## src/rtl/coffee_pkg.sv

```systemverilog
// Shared types and constants for the coffee-machine coin sequencer.
package coffee_pkg;

    localparam int COIN_W = 4;
    localparam logic [COIN_W-1:0] PRICE_DEF = 4'd5;
    localparam logic [COIN_W-1:0] SUM_MAX = '1;
    localparam logic [15:0] TIMEOUT_CYC = 16'hFFFF;

    typedef enum logic [2:0] {
        IDLE     = 3'd0,
        COLLECT  = 3'd1,
        SETTLE   = 3'd2,
        DISPENSE = 3'd3,
        PAY      = 3'd4,
        CLEAR    = 3'd5
    } state_t;

endpackage

```

## src/rtl/coffee_down_timer.sv

```systemverilog
// Loadable down-counter that stops at zero; load wins over decrement.
module coffee_down_timer #(
    parameter int W = 8
) (
    input  logic         clk,
    input  logic         rst_n,
    input  logic         load,
    input  logic         dec,
    input  logic [W-1:0] load_val,
    output logic         zero
);

    localparam logic [W-1:0] ONE = W'(1);

    logic [W-1:0] cnt;

    always_ff @(posedge clk or negedge rst_n) begin
        if (!rst_n) begin
            cnt <= '0;
        end else if (load) begin
            cnt <= load_val;
        end else if (dec && cnt != '0) begin
            cnt <= cnt - ONE;
        end
    end

    assign zero = (cnt == '0);

endmodule

```

## src/rtl/coffee_seq_ctrl.sv

```systemverilog
// Coin/cancel sequencer for the coffee datapath; all outputs registered (one cycle after the input).
// Optional COLLECT inactivity refund enabled by defining COFFEE_SEQ_TIMEOUT_EN.
module coffee_seq_ctrl
    import coffee_pkg::*;
#(
    parameter logic [COIN_W-1:0] PRICE      = PRICE_DEF,
    parameter int                DISP_CYC   = 8,
    parameter int                SETTLE_CYC = 2
) (
    input  logic              clk,
    input  logic              rst_n,
    input  logic              coin,
    input  logic              cancel,
    input  logic [COIN_W-1:0] sum,
    input  logic              eql_grt,
    output logic              cnt_en,
    output logic              cnt_clr,
    output logic              coin_rej,
    output logic              dispense,
    output logic              pay_vld,
    output logic [COIN_W-1:0] pay_amt,
    output logic              is_refund,
    output logic              busy
);

    state_t            state, state_d;
    logic              cnt_en_d, cnt_clr_d, coin_rej_d, dispense_d, pay_vld_d, is_refund_d;
    logic [COIN_W-1:0] pay_amt_d;
    logic              cancel_flag, cancel_flag_d;
    logic              settle_load, settle_zero, disp_load, disp_zero;
    logic              coin_ok, timeout_hit;

    // A saturated counter cannot take another coin, so it is handed back instead.
    assign coin_ok = coin && (sum != SUM_MAX);

    coffee_down_timer #(.W(8)) u_settle (
        .clk      (clk),
        .rst_n    (rst_n),
        .load     (settle_load),
        .dec      (state == SETTLE),
        .load_val (8'(SETTLE_CYC)),
        .zero     (settle_zero)
    );

    coffee_down_timer #(.W(8)) u_disp (
        .clk      (clk),
        .rst_n    (rst_n),
        .load     (disp_load),
        .dec      (state == DISPENSE),
        .load_val (8'(DISP_CYC - 1)),
        .zero     (disp_zero)
    );

`ifdef COFFEE_SEQ_TIMEOUT_EN
    logic to_zero;

    coffee_down_timer #(.W(16)) u_timeout (
        .clk      (clk),
        .rst_n    (rst_n),
        .load     (state != COLLECT),
        .dec      (state == COLLECT),
        .load_val (TIMEOUT_CYC),
        .zero     (to_zero)
    );

    assign timeout_hit = (state == COLLECT) && to_zero;
`else
    assign timeout_hit = 1'b0;
`endif

    always_comb begin
        state_d       = state;
        cancel_flag_d = cancel_flag;
        cnt_en_d      = 1'b0;
        cnt_clr_d     = 1'b0;
        coin_rej_d    = 1'b0;
        dispense_d    = 1'b0;
        pay_vld_d     = 1'b0;
        pay_amt_d     = '0;
        is_refund_d   = 1'b0;
        settle_load   = 1'b0;
        disp_load     = 1'b0;
        unique case (state)
            IDLE: begin
                if (coin) begin
                    cnt_en_d    = 1'b1;
                    settle_load = 1'b1;
                    state_d     = SETTLE;
                end
            end
            COLLECT: begin
                if (coin_ok) begin
                    cnt_en_d      = 1'b1;
                    settle_load   = 1'b1;
                    cancel_flag_d = cancel;
                    state_d       = SETTLE;
                end else begin
                    coin_rej_d = coin;
                    if (cancel || timeout_hit) begin
                        pay_vld_d   = 1'b1;
                        pay_amt_d   = sum;
                        is_refund_d = 1'b1;
                        state_d     = PAY;
                    end
                end
            end
            SETTLE: begin
                if (cancel) cancel_flag_d = 1'b1;
                if (coin_ok) begin
                    cnt_en_d    = 1'b1;
                    settle_load = 1'b1;
                end else begin
                    coin_rej_d = coin;
                    if (settle_zero) begin
                        // A paid-up purchase beats a pending cancel.
                        if (eql_grt) begin
                            dispense_d = 1'b1;
                            disp_load  = 1'b1;
                            state_d    = DISPENSE;
                        end else if (cancel_flag || cancel) begin
                            pay_vld_d   = 1'b1;
                            pay_amt_d   = sum;
                            is_refund_d = 1'b1;
                            state_d     = PAY;
                        end else begin
                            state_d = COLLECT;
                        end
                        cancel_flag_d = 1'b0;
                    end
                end
            end
            DISPENSE: begin
                coin_rej_d = coin;
                if (disp_zero) begin
                    pay_vld_d = 1'b1;
                    pay_amt_d = sum - PRICE;
                    state_d   = PAY;
                end else begin
                    dispense_d = 1'b1;
                end
            end
            PAY: begin
                coin_rej_d = coin;
                cnt_clr_d  = 1'b1;
                state_d    = CLEAR;
            end
            CLEAR: begin
                coin_rej_d = coin;
                state_d    = IDLE;
            end
            default: state_d = IDLE;
        endcase
    end

    always_ff @(posedge clk or negedge rst_n) begin
        if (!rst_n) begin
            state       <= IDLE;
            cancel_flag <= 1'b0;
            cnt_en      <= 1'b0;
            cnt_clr     <= 1'b0;
            coin_rej    <= 1'b0;
            dispense    <= 1'b0;
            pay_vld     <= 1'b0;
            pay_amt     <= '0;
            is_refund   <= 1'b0;
            busy        <= 1'b0;
        end else begin
            state       <= state_d;
            cancel_flag <= cancel_flag_d;
            cnt_en      <= cnt_en_d;
            cnt_clr     <= cnt_clr_d;
            coin_rej    <= coin_rej_d;
            dispense    <= dispense_d;
            pay_vld     <= pay_vld_d;
            pay_amt     <= pay_amt_d;
            is_refund   <= is_refund_d;
            busy        <= (state_d != IDLE);
        end
    end

endmodule

```

## config.mk

```make
export PLATFORM = sky130hd
export DESIGN_NAME = coffee_seq_ctrl
export DESIGN_NICKNAME = d
export VERILOG_FILES = /design/src/rtl/coffee_pkg.sv /design/src/rtl/coffee_down_timer.sv /design/src/rtl/coffee_seq_ctrl.sv
export SDC_FILE = /design/constraint.sdc
export NUM_CORES = 1
export LEC_CHECK = 0
export CAP_MARGIN = 20
export CORE_MARGIN = 5
export CORE_UTILIZATION = 50
export DETAILED_ROUTE_END_ITERATION = 8
export GPL_ROUTABILITY_DRIVEN = 0
export PLACE_DENSITY_LB_ADDON = 0.3
export SYNTH_ARGS = -nofsm -noshare
export SYNTH_HDL_FRONTEND = slang
export SYNTH_SLANG_ARGS = --single-unit
```

## constraint.sdc

```tcl
create_clock -name clk -period 3.3 [get_ports clk]
set_input_delay 0.66 -clock clk [delete_from_list [all_inputs] [get_ports clk]]
set_output_delay 0.66 -clock clk [all_outputs]
set_load 0.05 [all_outputs]
```

**After elaboration in Yosys (flattened, before gate mapping)**

Cells that the tools add are included.

- Bits in registers: 31
- Input port bits: 9
- Output and inout bits: 11

- $add $sub $neg: 3
- Eq/ne operators: 7
- Muxes and demuxes: 47
- Reduce and logical (&&, ||, !) cells: 16

Operator list:

| operator | number |
|---|---|
| $mux 8 | 4 |
| $mux 4 | 7 |
| $mux 3 | 8 |
| $mux 1 | 20 |
| $logic_not 8->1 | 2 |
| $reduce_bool 8->1 | 2 |
| $sub 8x1->8 const B | 2 |
| $pmux 3 s5 | 1 |
| $pmux 4 s3 | 1 |
| $pmux 1 s2 | 5 |
| $eq 3x2->1 const B | 2 |
| $eq 3x3->1 const B | 2 |
| $reduce_bool 2->1 | 3 |
| $ne 4x4->1 const B | 1 |
| $sub 4x3->4 const B | 1 |
| $eq 3x1->1 const B | 1 |
| $logic_and 1x1->1 | 3 |
| $logic_not 3->1 | 1 |
| $pmux 1 s3 | 1 |
| $reduce_bool 3->1 | 1 |
| $reduce_or 3->1 | 1 |
| $ne 2x2->1 const B | 1 |
| $reduce_and 2->1 | 1 |
| $reduce_or 2->1 | 1 |
| $logic_or 1x1->1 | 1 |

**Longest topological paths before layout**

- Word-level depth: 7
- Depth in mapped cells: 8
- Depth with buffers taken out: 7

**Cells and area by module**

Synthesis repeated with hierarchy kept, for this count alone.

- Cells, all modules: 194
- Area, all modules: 1844.3 um^2

By module, submodules not included:

| module | instances | cells an instance | area an instance (um^2) | seq. area each (um^2) |
|---|---|---|---|---|
| coffee_down_timer | 2 | 58 | 528.0 | 200.2 |
| coffee_seq_ctrl | 1 | 78 | 788.3 | 375.4 |

**Worst setup path before layout**

OpenSTA, ideal clock, no wires.

- Path kind: reg2reg
- From: register u_disp.cnt[0]
- To: register pay_amt[2]
- Arrival: 1955 ps
- Required time: 3236 ps
- Setup slack: 1281 ps
- Cell stages (with the launch flop): 9
- Path buffers: 2
- Path through: dfrtp_1 -> inv_1 -> ha_1 -> or3b_2 -> clkbuf_1 -> or4_1 -> buf_2 -> nor3_2 -> a211o_1

- Word-level cells in the longest chain between the ends: 3

RTL lines:

| element | line | source |
|---|---|---|
| start: declaration | coffee_down_timer.sv:15 | `logic [W-1:0] cnt;` |
| start signal: assignment | coffee_down_timer.sv:21 | `cnt <= load_val;` |
| start signal: assignment | coffee_down_timer.sv:23 | `cnt <= cnt - ONE;` |
| $logic_not 8->1 | coffee_down_timer.sv:27 | `assign zero = (cnt == '0);` |
| $mux 4 | coffee_seq_ctrl.sv:134 | `if (disp_zero) begin` |
| $pmux 4 s3 | coffee_seq_ctrl.sv:83 | `unique case (state)` |
| via pay_amt_d[2] | coffee_seq_ctrl.sv:28 | `logic [COIN_W-1:0] pay_amt_d;` |
| end signal: assignment | coffee_seq_ctrl.sv:175 | `pay_amt <= pay_amt_d;` |
| end: declaration | coffee_seq_ctrl.sv:21 | `output logic [COIN_W-1:0] pay_amt,` |

The timed path passes the listed nets, and every way through them passes these cells.
A chain may end at the register's enable or synchronous reset.

**Worst setup path in the final report**

- From: input port sum[0]
- To: register u_disp.cnt[5]

- Word-level cells in the longest chain between the ends: 5
- Elaborated cells on any way between the ends: 6

RTL lines:

| element | line | source |
|---|---|---|
| start: declaration | coffee_seq_ctrl.sv:14 | `input logic [COIN_W-1:0] sum,` |
| $ne 4x4->1 * | coffee_seq_ctrl.sv:34 | `assign coin_ok = coin && (sum != SUM_MAX);` |
| $logic_and 1x1->1 * | coffee_seq_ctrl.sv:34 |  |
| $mux 1 * | coffee_seq_ctrl.sv:109 | `if (coin_ok) begin` |
| $mux 1 * | coffee_seq_ctrl.sv:83 |  |
| $mux 8 or $reduce_bool 2->1 (tied branches) | - |  |

Mark *: on every way between the ends. The rest lies on a longest branch, timed or not.

==> results.ini <==
[sta]
finalSetupViolations = 0
finalCriticalPeriod_ns = 2.20
rsz0062_at_grt = false
period_share_pct = 66.6
skew_ns = 0.0100
slew_headroom_pct = 66.5
final-hold-violation-count = 0
clock.fmax_mhz = 455
slew_viol_final = 0
worst_pin_slew_ns = 0.501
finalSetupTns_ns = 0
worst_slack_ns = 1.10

[route]
routed_wl_um = 3410
via_per_inst = 5.76
vias = 1313
drtIter0Drc = 91
drcViolationCount = 0
drt_pass1_iterations = 4
ant_nets = 0
wl_per_cell_um = 14.9

[final_layout]
final_area_um2 = 1900
seq_area_um2 = 776
instances_no_fill = 228
multiInputGateArea_um2 = 776
final_cell_mix = dfrtp_1 (31), clkdlybuf4s50_1 (19), nor2_1 (15), nand2_1 (12), inv_1 (9)
n_antenna_cell = 0
area_growth_syn_to_layout_pct = 14.4
n_fill_cell = 290
drive_gt1_share_pct = 9.89
final_common_cell = dfrtp_1
final_nets = 195

[job]
maxCapViolCount = 0

[logic_synthesis]
synth_ff_type = dfrtp_1
syn_inst = 162
synth.distinct_cells = 47
yosys.area.top_type = dfrtp_1
async_flop_share_pct = 100
synth_nets = 176
synth_top_area_share_pct = 46.7
synth_area_um2 = 1660
syn_avg_cell_area_um2 = 10.3
ys_seq_area_share_pct = 46.7
synth-seq-cells = 31
yosys_warnings = 0
synth_area_leaders = dfrtp_1 (47%), xor2_1 (4.2%), ha_1 (3.8%), nor2_1 (3.4%), o211ai_1 (3.2%)
synth_edf_count = 0

[floorplan]
die-area_um2 = 4580
ios = 20
die_x_um = 67.7
rows = 21
core-area_um2 = 3280
start_util_pct = 50.6
die_y_um = 67.7

[place]
dp.cells = 220
post-dp-hpwl_um = 2450
io_buffers = 19
dp_slack_ns = 0.739
place_area_um2 = 1850

[worst_setup_path]
r2r-end = pay_amt[2]$_DFF_PN0_
reg2reg_slack_ns = 1.10
timing.rr.start = u_disp.cnt[0]$_DFFE_PN0N_
worstPathMaxFanout = 5
cp.required_ns = 3.51
path_cells = clkdlybuf4s50_1 -> ha_1 -> nand3_1 -> a2111oi_4 -> and2_1 -> a21oi_1
crit_type = input pin to flip-flop
critPathMaxStageDelay_ns = 0.54
slowest_stage = clkdlybuf4s50_1
reg2reg_depth = 6
critical_path_arrival_ns = 2.41
cp-end-kind = flip-flop
crit_start = sum[0]
crit_path_start_kind = input pin
endpoint = u_disp.cnt[5]$_DFFE_PN0N_

[min_path]
hold_path_depth = 1
hold_path_class = flip-flop to flip-flop

[clock_network]
clockBufferDepth = 2
clock_sinks = 31
cts_resized = 0
cts_root_buf = clkbuf_4
cts_tree = yes
cts-buffers-inserted = 5
cts.clk_slew.worst_paths_ns = 0.10
clock_latency_ns = 0.33
hold_buffers = 0
post_cts_buffers = 0
cts-htree-levels = 2

[pwr]
total_power_mw = 1.51
p_leak_nw = 0.839
ir_drop_uv = 509
p_per_area_nw_per_um2 = 792

[outcome]
status = finished clean

[global_routing]
gr-usage-all-layers_pct = 17.1
grt_pass1_wl_um = 5700
antenna_found_initial = 0
grt_max_degree = 32
overflow = 0
grt_pass1_vias = 1252

[cell families after synthesis]
family / count (synthesis) / synth area share (%)
adder cells (fa/ha/maj): 5 / 3.76
AND/OR/NAND/NOR: 63 / 21.6
AO/OA/AOI/OAI: 32 / 14.3
buffers and inverters: 18 / 6.70
multiplexers: 2 / 1.20
flip-flops: 31 / 46.7
XOR/XNOR: 11 / 5.79
[cell usage after synthesis, drive strengths merged, types with 5 or more instances]
| cell type | instances |
|---|---|
| dfrtp | 31 |
| nor2 | 15 |
| nand2 | 12 |
| inv | 9 |
| xor2 | 8 |
| o211ai | 7 |
| a21oi | 6 |
| o21ai | 6 |
| clkbuf | 5 |
| ha | 5 |
| or4 | 5 |
[cell type report]
| type | instances | area share, % |
|---|---|---|
| Sequential cell | 31 | 40.8 |
| Multi-Input combinational cell | 113 | 40.8 |
| Timing Repair Buffer | 21 | 10.8 |
| Tap cell | 46 | 3.03 |
| Clock buffer | 6 | 2.17 |
| Inverter | 9 | 1.78 |
| Clock inverter | 2 | 0.658 |
[where the power goes]
part / internal, mW / leakage, nW / switching, mW
Combinational: 0.265 / 0.416 / 0.404
Sequential: 0.501 / 0.395 / 0.123
Clock: 0.0821 / 0.0282 / 0.131
Total: 0.848 / 0.839 / 0.658
[routing by layer]
layer / up-vias / part of all wire (%) / track usage (%)
met5: - / 0 / 0
met4: 0 / 2.1 / 7.09
met3: 7 / 3.8 / 5.99
met1: 657 / 41 / 20.0
met2: 23 / 53 / 28.3
li1: 626 / - / -
[registers in the layout, summed over array words and instances, names as in the netlist]
name	flops
busy	1
cancel_flag	1
cnt_clr	1
cnt_en	1
coin_rej	1
dispense	1
is_refund	1
pay_amt	4
pay_vld	1
state	3
u_disp.cnt	8
u_settle.cnt	8
[worst min-delay path by stage]
stage	startpoint	to	slack (ns)
2_1_floorplan	rst_n	busy$_DFF_PN0_	0.36
3_3_place_gp	u_settle.cnt[1]$_DFFE_PN0P_	u_settle.cnt[1]$_DFFE_PN0P_	0.53
3_5_place_dp	u_disp.cnt[1]$_DFFE_PN0N_	u_disp.cnt[1]$_DFFE_PN0N_	0.54
4_1_cts	u_settle.cnt[1]$_DFFE_PN0P_	u_settle.cnt[1]$_DFFE_PN0P_	0.56
5_1_grt	u_settle.cnt[1]$_DFFE_PN0P_	u_settle.cnt[1]$_DFFE_PN0P_	0.58
6_report	u_settle.cnt[1]$_DFFE_PN0P_	u_settle.cnt[1]$_DFFE_PN0P_	0.56
[stage by stage]
stage | hold WS, ns | util (%)
finish | 0.564 | 57.9
global route | 0.584 | 57.9
global placement | 0.526 | 56.3
floorplan | 0.364 | -
detailed placement | 0.540 | 56.3
CTS | 0.562 | 57.9
[worst max-delay path, delay by kind of cell]
family,cells,cell delay [ns]
and+or+nand+nor,2,0.47
adders and majority gates,1,0.19
AOI/OAI and AO/OA,2,0.56
buffers and inverters,1,0.54
(Power assumes the default switching activity.)
